### src/rtl/hamming_stream_acc.sv
// Streaming Hamming distance / similarity accumulator.
// Takes a burst of word pairs over valid/ready and reports the total with a threshold-match flag.
module hamming_stream_acc #(
  parameter int N     = 8,
  parameter int LEN_W = 8,
  localparam int SUM_W = LEN_W + $clog2(N + 1)
) (
  input  logic             clk,
  input  logic             reset,
  input  logic             start,
  input  logic [LEN_W-1:0] len,
  input  logic             mode,
  input  logic [SUM_W-1:0] threshold,
  input  logic             abort,
  input  logic             in_valid,
  output logic             in_ready,
  input  logic [N-1:0]     in1,
  input  logic [N-1:0]     in2,
  output logic             busy,
  output logic             done,
  output logic [SUM_W-1:0] total,
  output logic             match
);

  localparam int CW = $clog2(N + 1);

  typedef enum logic [1:0] {
    IDLE = 2'd0,
    RUN  = 2'd1,
    DONE = 2'd2
  } state_t;

  state_t           state_q, state_d;
  logic [SUM_W-1:0] acc;
  logic [SUM_W-1:0] thr_q;
  logic [LEN_W-1:0] remaining;
  logic             mode_q;
  logic             xfer;
  logic [CW-1:0]    pc;
  logic [CW-1:0]    contrib;

  function automatic logic [CW-1:0] popcnt(input logic [N-1:0] v);
    logic [CW-1:0] c;
    c = '0;
    for (int i = 0; i < N; i++) c = c + CW'(v[i]);
    return c;
  endfunction

  assign in_ready = (state_q == RUN);
  assign busy     = (state_q != IDLE);
  assign xfer     = in_valid & in_ready;
  assign pc       = popcnt(in1 ^ in2);
  assign contrib  = mode_q ? (CW'(N) - pc) : pc;

  always_comb begin
    state_d = state_q;
    case (state_q)
      IDLE: if (start) state_d = (len != '0) ? RUN : DONE;
      RUN: begin
        // abort wins over a transfer arriving in the same cycle
        if (abort) state_d = IDLE;
        else if (xfer && remaining == LEN_W'(1)) state_d = DONE;
      end
      DONE:    state_d = IDLE;
      default: state_d = IDLE;
    endcase
  end

  always_ff @(posedge clk) begin
    if (reset) begin
      state_q   <= IDLE;
      acc       <= '0;
      thr_q     <= '0;
      remaining <= '0;
      mode_q    <= 1'b0;
      total     <= '0;
      match     <= 1'b0;
      done      <= 1'b0;
    end else begin
      state_q <= state_d;
      done    <= 1'b0;
      case (state_q)
        IDLE: begin
          if (start) begin
            acc   <= '0;
            thr_q <= threshold;
            if (len != '0) begin
              remaining <= len;
              mode_q    <= mode;
            end
          end
        end
        RUN: begin
          if (!abort && xfer) begin
            acc       <= acc + SUM_W'(contrib);
            remaining <= remaining - LEN_W'(1);
          end
        end
        DONE: begin
          total <= acc;
          match <= (acc <= thr_q);
          done  <= 1'b1;
        end
        default: ;
      endcase
    end
  end

endmodule

### config.mk
export PLATFORM = sky130hd
export DESIGN_NAME = hamming_stream_acc
export DESIGN_NICKNAME = d
export VERILOG_FILES = /design/src/rtl/hamming_stream_acc.sv
export SDC_FILE = /design/constraint.sdc
export NUM_CORES = 1
export LEC_CHECK = 0
export BUFFER_PORTS_ARGS = -buffer_cell sky130_fd_sc_hd__buf_4
export CAP_MARGIN = 10
export CORE_AREA = 10 10 88 109
export DETAILED_ROUTE_END_ITERATION = 10
export DIE_AREA = 0 0 98 119
export GPL_ROUTABILITY_DRIVEN = 0
export PLACE_DENSITY = 0.63
export SETUP_SLACK_MARGIN = 0.15
export SLEW_MARGIN = 20
export SYNTH_ARGS = -nofsm -noshare
export SYNTH_HDL_FRONTEND = slang
export SYNTH_SLANG_ARGS = --single-unit
export TNS_END_PERCENT = 20
### constraint.sdc
create_clock -name clk -period 12.1 [get_ports clk]
set_input_delay 2.42 -clock clk [delete_from_list [all_inputs] [get_ports clk]]
set_output_delay 2.42 -clock clk [all_outputs]
set_load 0.01 [all_outputs]
==> impl_results.md <==
- Leak pwr: 1.449 nW
- Antenna violations before repair: 0
- Drt drc: 0
- Max-Cap Viols: 0
- Commonest non-fill, non-tap cells in the layout: nand2_1 (59), buf_4 (57), a21oi_1 (49), dfxtp_1 (49), inv_1 (33)
- Min-delay worst type: reg2reg
- Unique cell type count in the Yosys netlist: 54
- Slew HR: 0.3375
- Full die area: approximately 12000 sq um
- Commonest non-fill, non-tap cell in the layout: nand2_1
- Post-synth EDFFs: 0
- CTS Buf Count: 5
- Fill cells: 787
- CTS tree: yes
- Post-CTS Resized: 0
- Status: finished, final reports clean
- Mapped Area: 2912 sq um
- Post-Route WL: 7377 um
- H-tree depth: 2
- Final hold violations: 0
- Mean Syn Cell Area: 8.133 sq um
- Cells after DPL: 495
- Final setup viols: 0
- Latest clock arrival within the worst-skew pair: 0.30 ns
- GRT busiest layer: met2
- Pre-antenna DRT Iters: 4
- Crit Path Max Fanout: 7
- GRT met2 Usage: 0.2339
- First-pass GRT wire length: 12860 um
- Crit path cell chain: buf_4 -> xnor2_1 -> fa_1 -> inv_1 -> fa_1 -> inv_1 -> fa_1 -> inv_1 -> ha_1 -> inv_1 -> fa_1 -> ha_1 -> mux2_2 -> inv_1 -> fa_1 -> nand3b_1 -> a221oi_2 -> a311oi_1 -> a41o_1
- Clock Path Buffers: 2
- Reg area: slightly below 1000 sq um
- Multi-input logic area: between 1500 and 2000 sq um
- Core area: 7612 sq um
- Worst slew pin tran: between 0.9 and 1 ns
- Drt wl/cell: between 10 and 15 um
- Comb power frac: 0.347
- Post-synthesis sequential area ratio: 0.3369
- Clk sink count: between 40 and 50
- Layout cells sized above 1: 0.1814
- Vias: between 2k and 3k
- Period utilization: 0.5718
- Cts hold-fix bufs: 0
- # IOs: between 50 and 60
- Slew Viols, Final: 0
- WHS: 0.4576 ns
- Post-route ant nets: 0
- Pin count of the biggest net entering global routing: 41
- Diodes inserted: 0
- Critical path data required time: 12.30 ns
- Final global-route overflow total: 0
- Syn Nets: 428
- M1 GR Usage: 0.1398
- Net Sw Frac: 0.3400
- Area growth syn-to-layout: 19.51%
- #FFs+latches synth: ~50
- Most used DFF post-synth: dfxtp_1
- PD cells: between 100 and 150 nW/um^2
- Layout Cells excl Fill: roughly 500
- Input/output buffers: 57
- Worst path slowest cell: fa_1
- Root Buffer Master: clkbuf_8
- GRT met3 Usage: 0.02834
- Final min period: approximately 6.9 ns
- HPWL after detailed placement: 5629 um
- Die X: 98 um
- Vias in the first global route: about 2.8k
- Vias per cell: ~5.3
- Startpoint class of the critical path: primary input
- Initial Utilization: 0.3825
- Post-CTS Setup Repair Bufs: 0
- Critical Path AT: about 7 ns
- Fmax: approximately 140 MHz
- Unrepaired setup endpoints after global routing: no
- Clock share of power: 0.234
- Clk pin slew, worst setup/hold paths: around 0.09 ns
- Sequential Power Share: 0.420
- Tot GR Track Use: 0.1272
- Sw Pwr: ~0.14 mW
- Die height: 119 um
- Synth Instances: between 300 and 400
- Post-synth ARST share: 0
- CP peak stage delay: 0.54 ns
- Internal: about 0.28 mW
- Final #Nets: between 400 and 500
- CP Capture Type: flop
- Initial DRC count: 95
- Ys Warns: 0
- Crit Path Category: in2reg
- Clk_skew: 0.007839 ns
- Count of standard-cell rows: 36
- Setup TNS: 0 ns
- VDD IR max: between 0.06 and 0.07 mV
-- registers in the layout, indices dropped and copies added (netlist names) --
signal,flops
mode_q,1
done,1
remaining,8
acc,12
thr_q,12
total,12
match,1
state_q,2
-- critical path, delay by kind of cell --
kind | cells | cell delay (ns)
simple gates | 1 | 0.20
fa+ha+maj | 7 | 2.94
mux | 1 | 0.15
xor+xnor | 1 | 0.13
buf+inv | 6 | 0.37
compound gates | 3 | 0.89
-- synth_stat cells, types with 4 or more instances --
master    number  area (sq um)
o311ai_0       6         52.55
a21oi_1       49         245.2
xnor2_1        8         70.07
nand2_1       59         221.5
o31ai_1       11         82.58
nand4_1        6         37.54
ha_1          23         287.8
nor2_1        16         60.06
o21ai_0        4         20.02
fa_1           5         100.1
nor2b_1        4         25.02
buf_2          5         25.02
dfxtp_1       49         980.9
inv_1         33         123.9
xor2_1         5         43.79
clkbuf_1       9         33.78
-- stage by stage --
| stage | power (mW) | util | worst slack, ns | cell area, sq um |
|---|---|---|---|---|
| CTS | 0.4238 | 0.4571 | 5.169 | 3480 |
| finish | 0.4175 | 0.4571 | 5.182 | 3480 |
| global route | 0.4513 | 0.4571 | 4.919 | 3480 |
| global placement | 0.3208 | 0.4461 | 4.925 | 3396 |
| detailed placement | 0.3259 | 0.4461 | 4.840 | 3396 |
| floorplan | 0.2851 | - | 5.220 | 2912 |
-- cell type report --
cell class,instances,area share
inverter,35,0.03776
tap,95,0.03416
timing repair buffer,57,0.1230
clock inverter,1,0.002157
clock buffer,7,0.02193
sequential,49,0.2819
multi-input combinational,259,0.4991
-- logic make-up (layout without fill, tap and decap cells) --
logic type               count (synthesis)  count (layout)  share of synthesized area
AND/OR/NAND/NOR                        119             119                     0.1985
AO/OA/AOI/OAI                           95              95                     0.2110
buffers and inverters                   50             100                    0.06661
flip-flops                              49              49                     0.3369
adder cells (fa/ha/maj)                 28              28                     0.1332
XOR/XNOR                                13              13                    0.03911
multiplexers                             4               4                    0.01461
-- power groups by stage --
stage / clock network [mW] / logic, mW / registers (mW)
2_1_floorplan: 0 / 0.109 / 0.177
3_3_place_gp: 0 / 0.142 / 0.179
3_5_place_dp: 0 / 0.147 / 0.179
4_1_cts: 0.102 / 0.147 / 0.175
5_1_grt: 0.107 / 0.168 / 0.176
6_report: 0.0975 / 0.145 / 0.175
-- metal layers --
| layer | vias up | share of wire |
|---|---|---|
| li1 | 1362 | - |
| met1 | 1250 | 0.41 |
| met2 | 58 | 0.52 |
| met3 | 10 | 0.052 |
| met4 | 0 | 0.019 |
| met5 | - | 0 |
-- path summary, 6_finish.rpt --
path                                             from                    end  slack [ns]  cells past startpoint
worst max-delay path                           in2[0]    acc[6]$_SDFFE_PP0P_        5.18                     19
worst min-delay path            thr_q[9]$_SDFFE_PP0P_  thr_q[9]$_SDFFE_PP0P_        0.46                      2
worst max register to register    mode_q$_SDFFE_PP0P_    acc[6]$_SDFFE_PP0P_        9.75                      9
worst min register to register  thr_q[9]$_SDFFE_PP0P_  thr_q[9]$_SDFFE_PP0P_        0.46                      2
Note: power is estimated with default switching activity, not from simulation.
